File: config.mk
export PLATFORM = sky130hd
export DESIGN_NAME = pps_sync_ctrl
export DESIGN_NICKNAME = d
export VERILOG_FILES = /design/src/rtl/pps_pkg.sv /design/src/rtl/pps_edge_sync.sv /design/src/rtl/pps_sync_ctrl.sv
export SDC_FILE = /design/constraint.sdc
export NUM_CORES = 1
export LEC_CHECK = 0
export CORE_MARGIN = 4
export CORE_UTILIZATION = 62
export CTS_CLUSTER_DIAMETER = 40
export CTS_CLUSTER_SIZE = 28
export DETAILED_ROUTE_END_ITERATION = 8
export GPL_ROUTABILITY_DRIVEN = 0
export GPL_TIMING_DRIVEN = 0
export PLACE_DENSITY = 0.82
export SETUP_SLACK_MARGIN = 0.4
export SYNTH_ARGS = -nofsm -noshare
export SYNTH_HDL_FRONTEND = slang
export SYNTH_HIERARCHICAL = 1
export SYNTH_SLANG_ARGS = --single-unit
export TNS_END_PERCENT = 5
File: constraint.sdc
create_clock -name i_clk -period 11.4 [get_ports i_clk]
set_clock_uncertainty 0.15 [all_clocks]
set_input_delay 3.42 -clock i_clk [delete_from_list [all_inputs] [get_ports i_clk]]
set_output_delay 3.42 -clock i_clk [all_outputs]
set_load 0.1 [all_outputs]
File: src/rtl/pps_pkg.sv
// Shared types and constants for the PPS discipline blocks: state encodings,
// counter widths and a saturating increment helper.
package pps_pkg;

  typedef enum logic [1:0] {
    ST_ACQUIRE  = 2'b00,
    ST_QUALIFY  = 2'b01,
    ST_LOCKED   = 2'b10,
    ST_HOLDOVER = 2'b11
  } pps_state_e;

  localparam int PERIOD_100M = 100_000_000;
  localparam int INT_W = 28;
  localparam int LOC_W = 27;
  localparam int ERR_W = 28;
  localparam int CNT_W = 8;

  function automatic logic [CNT_W-1:0] sat_inc(input logic [CNT_W-1:0] v);
    return (v == '1) ? v : v + 1'b1;
  endfunction

endpackage

File: src/rtl/pps_edge_sync.sv
// Two-flop synchroniser for an asynchronous PPS pin plus a registered
// one-cycle rising-edge pulse.
module pps_edge_sync (
  input  logic gclk,
  input  logic rst,
  input  logic din,
  output logic rise
);

  logic [2:0] sr;

  always_ff @(posedge gclk) begin
    if (rst) begin
      sr   <= '0;
      rise <= 1'b0;
    end else begin
      sr   <= {sr[1:0], din};
      rise <= sr[1] & ~sr[2];
    end
  end

endmodule

File: src/rtl/pps_sync_ctrl.sv
// Reference-PPS qualifier, lock tracker and phase-sync decision for the local
// PPS generator. Define PPS_SYNC_CTRL_FORCE_EN to add the i_force_sync input.
module pps_sync_ctrl
  import pps_pkg::*;
#(
  parameter int PERIOD    = PERIOD_100M,
  parameter int TOL       = 1000,
  parameter int QUAL_CNT  = 3,
  parameter int PHASE_THR = 100,
  parameter int HOLD_MAX  = 10
) (
  input  logic             i_clk,
  input  logic             i_res,
  input  logic             i_enable,
  input  logic             i_ref_pps,
  input  logic             i_local_pps,
`ifdef PPS_SYNC_CTRL_FORCE_EN
  input  logic             i_force_sync,
`endif
  output logic             o_ph_sync,
  output logic [1:0]       o_state,
  output logic             o_locked,
  output logic [ERR_W-1:0] o_phase_err,
  output logic             o_phase_err_vld,
  output logic [7:0]       o_resync_cnt
);

  localparam logic [INT_W-1:0] I_MIN  = INT_W'(PERIOD - TOL);
  localparam logic [INT_W-1:0] I_MAX  = INT_W'(PERIOD + TOL);
  localparam logic [INT_W-1:0] I_SAT  = INT_W'(PERIOD + TOL + 1);
  localparam logic [LOC_W-1:0] L_PER  = LOC_W'(PERIOD);
  localparam logic [LOC_W-1:0] L_HALF = LOC_W'(PERIOD / 2);
  localparam logic [LOC_W-1:0] T_LAST = LOC_W'(PERIOD - 1);
  localparam logic [ERR_W-1:0] THR    = ERR_W'(PHASE_THR);
  localparam logic [CNT_W-1:0] QCNT   = CNT_W'(QUAL_CNT);
  localparam logic [CNT_W-1:0] HMAX   = CNT_W'(HOLD_MAX);

  logic             ev, loc_q, lrise, tmo, i_ok, big, force_req, force_arm;
  logic [INT_W-1:0] r_int, ival;
  logic [LOC_W-1:0] r_loc, loc, tmr;
  logic [ERR_W-1:0] err, mag;
  logic [CNT_W-1:0] good_cnt, hold_cnt;
  pps_state_e       state;

  pps_edge_sync u_ref (.gclk(i_clk), .rst(i_res), .din(i_ref_pps), .rise(ev));

`ifdef PPS_SYNC_CTRL_FORCE_EN
  assign force_req = i_force_sync;
`else
  assign force_req = 1'b0;
`endif

  assign lrise = i_local_pps & ~loc_q;
  assign ival  = r_int + 1'b1;
  assign tmo   = (r_int == I_MAX) & ~ev;
  // A coincident timeout yields ival = I_MAX+1, so it is rejected here too.
  assign i_ok  = ev & (ival >= I_MIN) & (ival <= I_MAX);
  assign loc   = lrise ? '0 : r_loc;
  assign err   = (loc < L_HALF) ? ERR_W'(loc) : ERR_W'(loc) - ERR_W'(L_PER);
  assign mag   = err[ERR_W-1] ? -err : err;
  assign big   = (loc == L_PER) | (mag > THR);

  assign o_state  = state;
  assign o_locked = (state == ST_LOCKED);

  // r_loc reads as clocks elapsed since the last local rise, so a ref event
  // d clocks after the local rise sees err = +d.
  always_ff @(posedge i_clk) begin
    loc_q <= i_res ? 1'b0 : i_local_pps;
    if (i_res || !i_enable) begin
      r_int <= '0;
      r_loc <= '0;
    end else begin
      r_int <= ev ? '0 : (r_int == I_SAT) ? r_int : r_int + 1'b1;
      r_loc <= lrise ? LOC_W'(1) : (r_loc == L_PER) ? r_loc : r_loc + 1'b1;
    end
  end

  always_ff @(posedge i_clk) begin
    if (i_res) begin
      state           <= ST_ACQUIRE;
      good_cnt        <= '0;
      hold_cnt        <= '0;
      tmr             <= '0;
      force_arm       <= 1'b0;
      o_ph_sync       <= 1'b0;
      o_phase_err     <= '0;
      o_phase_err_vld <= 1'b0;
      o_resync_cnt    <= '0;
    end else begin
      o_ph_sync       <= 1'b0;
      o_phase_err_vld <= 1'b0;
      if (!i_enable) begin
        state     <= ST_ACQUIRE;
        good_cnt  <= '0;
        hold_cnt  <= '0;
        tmr       <= '0;
        force_arm <= 1'b0;
      end else begin
        case (state)
          ST_ACQUIRE: if (ev) begin
            state    <= ST_QUALIFY;
            good_cnt <= '0;
          end
          ST_QUALIFY: begin
            if (i_ok) begin
              if (good_cnt + 1'b1 == QCNT) begin
                state     <= ST_LOCKED;
                good_cnt  <= '0;
                o_ph_sync <= 1'b1;
              end else begin
                good_cnt <= good_cnt + 1'b1;
              end
            end else if (ev) begin
              good_cnt <= '0;
            end else if (tmo) begin
              state <= ST_ACQUIRE;
            end
          end
          ST_LOCKED: begin
            if (i_ok) begin
              o_phase_err     <= err;
              o_phase_err_vld <= 1'b1;
              if (big) begin
                o_ph_sync    <= 1'b1;
                o_resync_cnt <= sat_inc(o_resync_cnt);
              end
            end else if (ev) begin
              state    <= ST_QUALIFY;
              good_cnt <= '0;
            end else if (tmo) begin
              state    <= ST_HOLDOVER;
              hold_cnt <= CNT_W'(1);
              tmr      <= '0;
            end
          end
          ST_HOLDOVER: begin
            if (ev) begin
              o_phase_err     <= err;
              o_phase_err_vld <= 1'b1;
              state           <= big ? ST_QUALIFY : ST_LOCKED;
              good_cnt        <= '0;
            end else if (tmr == T_LAST) begin
              tmr      <= '0;
              hold_cnt <= hold_cnt + 1'b1;
              if (hold_cnt + 1'b1 == HMAX) state <= ST_ACQUIRE;
            end else begin
              tmr <= tmr + 1'b1;
            end
          end
        endcase
        // Forced alignment rides on the next event without touching state.
        if (ev && state != ST_ACQUIRE && force_arm) begin
          o_ph_sync <= 1'b1;
          force_arm <= 1'b0;
        end else if (force_req) begin
          force_arm <= 1'b1;
        end
      end
    end
  end

endmodule

==> results of run 1 <==
==> kinds of logic after synthesis <==
kind of cell / count (synthesis) / share of synthesized area (%)
compound gates: 209 / 15.4
xor+xnor: 90 / 9.14
fa+ha+maj: 17 / 2.47
buf+inv: 103 / 4.96
flops: 143 / 33.2
mux: 29 / 3.47
simple gates: 533 / 31.4
==> worst max path at each step <==
stage | start | endpoint | slack (ns) | depth (start not counted)
4_1_cts | i_local_pps | o_state[1]$_SDFFE_PP0P_ | 3.96 | 15
5_1_grt | i_local_pps | o_state[1]$_SDFFE_PP0P_ | 3.63 | 14
6_report | i_local_pps | o_state[1]$_SDFFE_PP0P_ | 3.82 | 15
3_3_place_gp | i_local_pps | o_resync_cnt[2]$_SDFFE_PP0P_ | 3.64 | 14
3_5_place_dp | i_local_pps | o_state[1]$_SDFFE_PP0P_ | 3.57 | 15
2_1_floorplan | i_local_pps | o_resync_cnt[2]$_SDFFE_PP0P_ | 4.46 | 12
==> stage by stage <==
step / std cells / instance area, µm² / setup WS [ns] / total power [mW] / utilization, %
3_3_place_gp: 1345 / 9290 / 3.64 / 0.545 / 69.1
4_1_cts: 1376 / 9890 / 3.96 / 1.11 / 73.5
6_report: 1376 / 9890 / 3.82 / 1.11 / 73.5
2_1_floorplan: 1124 / 8620 / 4.46 / 0.534 / -
3_5_place_dp: 1345 / 9290 / 3.57 / 0.546 / 69.1
5_1_grt: 1376 / 9890 / 3.63 / 1.13 / 73.5
==> flip-flops by register name (all words and copies together), names as in the netlist <==
| register | flops |
|---|---|
| good_cnt | 8 |
| hold_cnt | 8 |
| loc_q | 1 |
| o_ph_sync | 1 |
| o_phase_err | 28 |
| o_phase_err_vld | 1 |
| o_resync_cnt | 8 |
| o_state | 2 |
| r_int | 28 |
| r_loc | 27 |
| tmr | 27 |
| u_ref/rise | 1 |
| u_ref/sr | 3 |
==> cells in the final DEF, fill, tap and decap left out, drive strengths merged, types with 4 or more instances in the layout <==
master / n
clkdlybuf4s50: 45
o211ai: 7
nor4: 13
o21ai: 52
and3: 23
dfxtp: 143
o31ai: 7
nor2: 165
and2: 12
mux2i: 25
nand2: 92
nand3b: 5
or2: 4
buf: 25
or4: 5
or3: 24
nand2b: 18
o221ai: 4
clkinv: 5
nor3: 23
and4: 8
nor3b: 7
nor2b: 18
a31o: 5
nor4b: 4
xnor2: 38
a31oi: 7
ha: 17
a21oi: 77
inv: 35
nand4: 34
mux2: 4
nand3: 69
xor2: 52
clkbuf: 64
a211oi: 5
a221oi: 4
==> cell type report <==
cell class / instances / area, µm² / area share, %
repair buffers: 45 / 450 / 4.55
multi-input cells: 878 / 5330 / 53.9
well taps: 176 / 220 / 2.23
inverters: 35 / 131 / 1.33
clock buffers: 21 / 460 / 4.65
plain buffers: 68 / 297 / 3.00
clock inverters: 10 / 138 / 1.39
flip-flops and latches: 143 / 2860 / 28.9
==> metal layers <==
layer,global-route usage [%],vias to the layer above,wire length (µm)
li1,-,4089,-
met1,36.8,3941,9720
met2,45.0,318,10600
met3,5.97,43,1530
met4,10.0,0,547
met5,0,-,0
==> power breakdown <==
group / switching [mW] / internal, mW
clock network: 0.216 / 0.354
registers: 0.00183 / 0.501
logic: 0.0245 / 0.00835
==> results.json, run 1 <==
{
  "first_iter_violations": 806,
  "synth-edff-count": 0,
  "port_buffers": 45,
  "cts_hold_buf": 0,
  "hold_class": "register to register",
  "setup_viol": 0,
  "status": "finished clean",
  "fp.coreArea_um2": 13500,
  "die_w_um": 126,
  "max_slew_margin_pct": 28.6,
  "fp.dieH_um": 126,
  "hold_violations": 0,
  "peakVddDrop_mv": 0.142,
  "synth_common_cells": "164 x nor2_1, 143 x dfxtp_1, 92 x nand2_1",
  "critPathMaxStageDelay_ns": 0.51,
  "fillers": 1104,
  "dieArea_um2": 15900,
  "rsz0062_at_grt": "no",
  "r2r_end": "o_phase_err[8]$_SDFFE_PP0P_",
  "cts_max_level": 4,
  "detailed_place_hpwl_um": 15900,
  "grt_first_pass_wirelength_um": 36900,
  "required_ns": 11.62,
  "power_density_nw_per_um2": 112,
  "overflow": 0,
  "min_path_cells": 1,
  "yosysTopAreaCell": "dfxtp_1",
  "crit_slowest_cell": "a2111oi_0",
  "arrival_ns": 7.80,
  "clkSlewWorstSetupHoldPaths_ns": 0.06,
  "whs_ns": 0.263,
  "vias": 8391,
  "syn_inst": 1124,
  "cts_resized": 0,
  "async_flop_share_pct": 0,
  "clockRootBuffer": "clkbuf_16",
  "worstHoldStart": "u_ref/sr[2]$_SDFF_PP0_",
  "avgSynthCellArea_um2": 7.67,
  "min_to": "u_ref/rise$_SDFF_PP0_",
  "yosys_warnings": 6,
  "syn_nets": 1146,
  "min_period_ns": 7.58,
  "cts_sinks": 143,
  "synth_area_leaders": "dfxtp_1 33%, nor2_1 7.1%, xor2_1 5.3%, a21oi_1 4.5%, nand2_1 4.0%",
  "synth_cell_type_count": 79,
  "leakage_nw": 3.37,
  "start_kind": "input port",
  "max-cap-violations": 0,
  "cts_tree": "done",
  "drive_gt1_share_pct": 6.50,
  "setup.worst_path.class": "input port to register",
  "cts_setup_buffers": 0,
  "synth_top_flop_cell": "dfxtp_1",
  "synthesis.area_um2": 8620,
  "tightest_slew_ns": 1.07,
  "cp_common_cell": "o31ai_1",
  "initial_core_util_pct": 64.1,
  "grt_pass1_vias": 7673,
  "fin_crit_sh_pct": 66.5,
  "drv_slew": 0,
  "grt_max_degree": 17,
  "crit_fanout": 10,
  "fmax_ghz": 0.132,
  "antennaDiodeCount": 0,
  "ios": 46,
  "cp_num_buf_inv": 3,
  "crit_family": "compound AO/OA/AOI/OAI gates",
  "routedWlPerCell_um": 16.2,
  "viasPerCell": 6.10,
  "nets": 1210,
  "antenna_found_initial": 0,
  "clk_path_buf_depth": 2,
  "drc": 0,
  "area.growth.synth_to_final_pct": 14.7,
  "cts_made_buffers": 17,
  "ant_nets": 0,
  "r2r_cells": 15,
  "netlist.area_leader.share_pct": 33.2,
  "num_rows": 42,
  "yosysSeqAreaShare_pct": 33.2,
  "drt_wl_total_um": 22400,
  "cp-end-kind": "register",
  "clk_latency_ns": 0.43,
  "rrSetupSlack_ns": 6.52,
  "finalSetupTns_ns": 0,
  "ys_ff_latch": 143,
  "synth_most_common_cell": "nor2_1",
  "timing.rr.start": "r_int[0]$_SDFFE_PP0P_",
  "path_cells": "clkdlybuf4s50_1 > nor2b_1 > o41a_1 > or3_1 > buf_6 > clkbuf_1 > o21ai_0 > a21oi_1 > o31ai_1 > a2111oi_0 > a211o_1 > and4bb_2 > nand2_1 > o31ai_1 > a41o_1",
  "grt_util_all_layers_pct": 27.8,
  "drt_first_pass_iters": 5
}
Power figures use the tool's default switching activity.
==> run 2, diff against run 1 <==
Settings changed: CORE_UTILIZATION 62 to 61, PLACE_DENSITY 0.82 to 0.81.
Clock period 11.4 ns to 7.6 ns, I/O delays scaled along.
==> run 2 against run 1 <==
  * Clock-buffer cell count is 2 higher
  * Via count is 1.6% lower
  * Utilization is 2.6 points lower
  * Worst hold slack worse by 0.011 ns
  * Sequential share of layout area is 0.12 points higher
  * Sequential cell count stayed put
  * Sequential power is 50% higher
  * Global-route usage is 0.82 points lower
  * Combinational power is 47% higher
  * Critical endpoint unchanged
  * Largest cell class unchanged
==> results.json, run 2 (synthesis gave the netlist of run 1 again) <==
{
  "status": "finished clean",
  "fin_crit_sh_pct": 84.6,
  "detailed_place_hpwl_um": 15500,
  "antennaDiodeCount": 0,
  "grt_max_degree": 17,
  "drive_gt1_share_pct": 6.41,
  "min_period_ns": 6.43,
  "cts_resized": 0,
  "drc": 0,
  "routedWlPerCell_um": 15.6,
  "crit_fanout": 10,
  "clkSlewWorstSetupHoldPaths_ns": 0.06,
  "setup.worst_path.class": "input port to register",
  "rrSetupSlack_ns": 2.79,
  "arrival_ns": 6.65,
  "ios": 46,
  "cp-end-kind": "register",
  "dieArea_um2": 16100,
  "first_iter_violations": 842,
  "start_kind": "input port",
  "initial_core_util_pct": 62.1,
  "finalSetupTns_ns": 0,
  "cts_tree": "done",
  "utilization_pct": 71.0,
  "cts_sinks": 143,
  "cts_max_level": 4,
  "power.total_mw": 1.59,
  "port_buffers": 45,
  "clk_path_buf_depth": 2,
  "nets": 1210,
  "required_ns": 7.82,
  "rsz0062_at_grt": "no",
  "seqCellArea_um2": 2860,
  "num_rows": 43,
  "max-cap-violations": 0,
  "grt_util_all_layers_pct": 27.0,
  "ant_nets": 0,
  "setup_viol": 0,
  "grt_first_pass_wirelength_um": 36000,
  "power_density_nw_per_um2": 162,
  "grt_pass1_vias": 7504,
  "reg_top3": "o_phase_err: 28 flops, r_int: 28 flops",
  "fp.dieH_um": 127,
  "leakage_nw": 3.35,
  "overflow": 0,
  "drt_first_pass_iters": 6,
  "hold_class": "register to register",
  "die_w_um": 127,
  "antenna_found_initial": 0,
  "tightest_slew_ns": 1.21,
  "hold_violations": 0,
  "multiInputGateArea_um2": 5330,
  "viasPerCell": 5.98,
  "cts_hold_buf": 0,
  "cts_setup_buffers": 0,
  "vias": 8258,
  "drt_wl_total_um": 21600,
  "fp.coreArea_um2": 13900,
  "area.growth.synth_to_final_pct": 14.3,
  "fmax_ghz": 0.156,
  "max_slew_margin_pct": 17.1,
  "layout_commonest_cell": "nor2_1",
  "peakVddDrop_mv": 0.189,
  "cts_made_buffers": 17,
  "clockRootBuffer": "clkbuf_16",
  "fillers": 1163,
  "drv_slew": 0,
  "clk_latency_ns": 0.43,
  "layout_common_cells": "164 x nor2_1, 143 x dfxtp_1, 92 x nand2_1"
}
==> run 2: cell type report <==
type | count | share of cell area, %
multi-input combinational | 878 | 54.1
sequential | 143 | 29.1
clock buffer | 23 | 4.75
timing repair buffer | 45 | 4.57
buffer | 68 | 3.01
tap | 180 | 2.29
inverter | 35 | 1.33
clock inverter | 9 | 0.864
==> run 2: path summary, 6_finish.rpt <==
check / start / endpoint / depth (start not counted)
max: i_local_pps / o_state[1]$_SDFFE_PP0P_ / 15
min: u_ref/sr[2]$_SDFF_PP0_ / u_ref/rise$_SDFF_PP0_ / 1
max reg2reg: r_int[0]$_SDFFE_PP0P_ / o_phase_err[8]$_SDFFE_PP0P_ / 15
min reg2reg: u_ref/sr[2]$_SDFF_PP0_ / u_ref/rise$_SDFF_PP0_ / 1
==> run 2: through the flow <==
step                cells  setup WS, ns  hold WS (ns)  instance area, µm²
CTS                  1381          1.31         0.254                9850
floorplan            1124          1.80         0.237                8620
global placement     1349         0.933         0.243                9300
finish               1381          1.17         0.252                9850
global route         1381         0.957         0.263                9850
detailed placement   1349         0.895         0.245                9300
==> run 2: where the power goes <==
part,leakage (nW),internal (mW),total [mW],switching [mW]
combinational,1.93,0.0125,0.0485,0.0359
clock,0.264,0.467,0.789,0.322
sequential,1.15,0.752,0.755,0.00265
==> run 2: per-layer routing <==
metal	vias to the layer above	global-route usage, %	part of all wire [%]
li1	4111	-	-
met1	3805	36.1	45
met2	285	43.2	46
met3	57	5.85	6.5
met4	0	9.78	2.3
met5	-	0	0
==> run 2: critical path, stage by stage <==
cell             delay (ns)
clkdlybuf4s50_1        0.48
nor2b_1                0.49
o211a_1                0.30
or3_1                  0.14
buf_6                  0.14
clkbuf_1               0.35
o21ai_0                0.17
a21oi_1                0.45
o31ai_1                0.21
a2111oi_0              0.44
a211o_1                0.19
and4bb_2               0.32
nand2_1                0.23
o31ai_1                0.26
a41o_1                 0.20
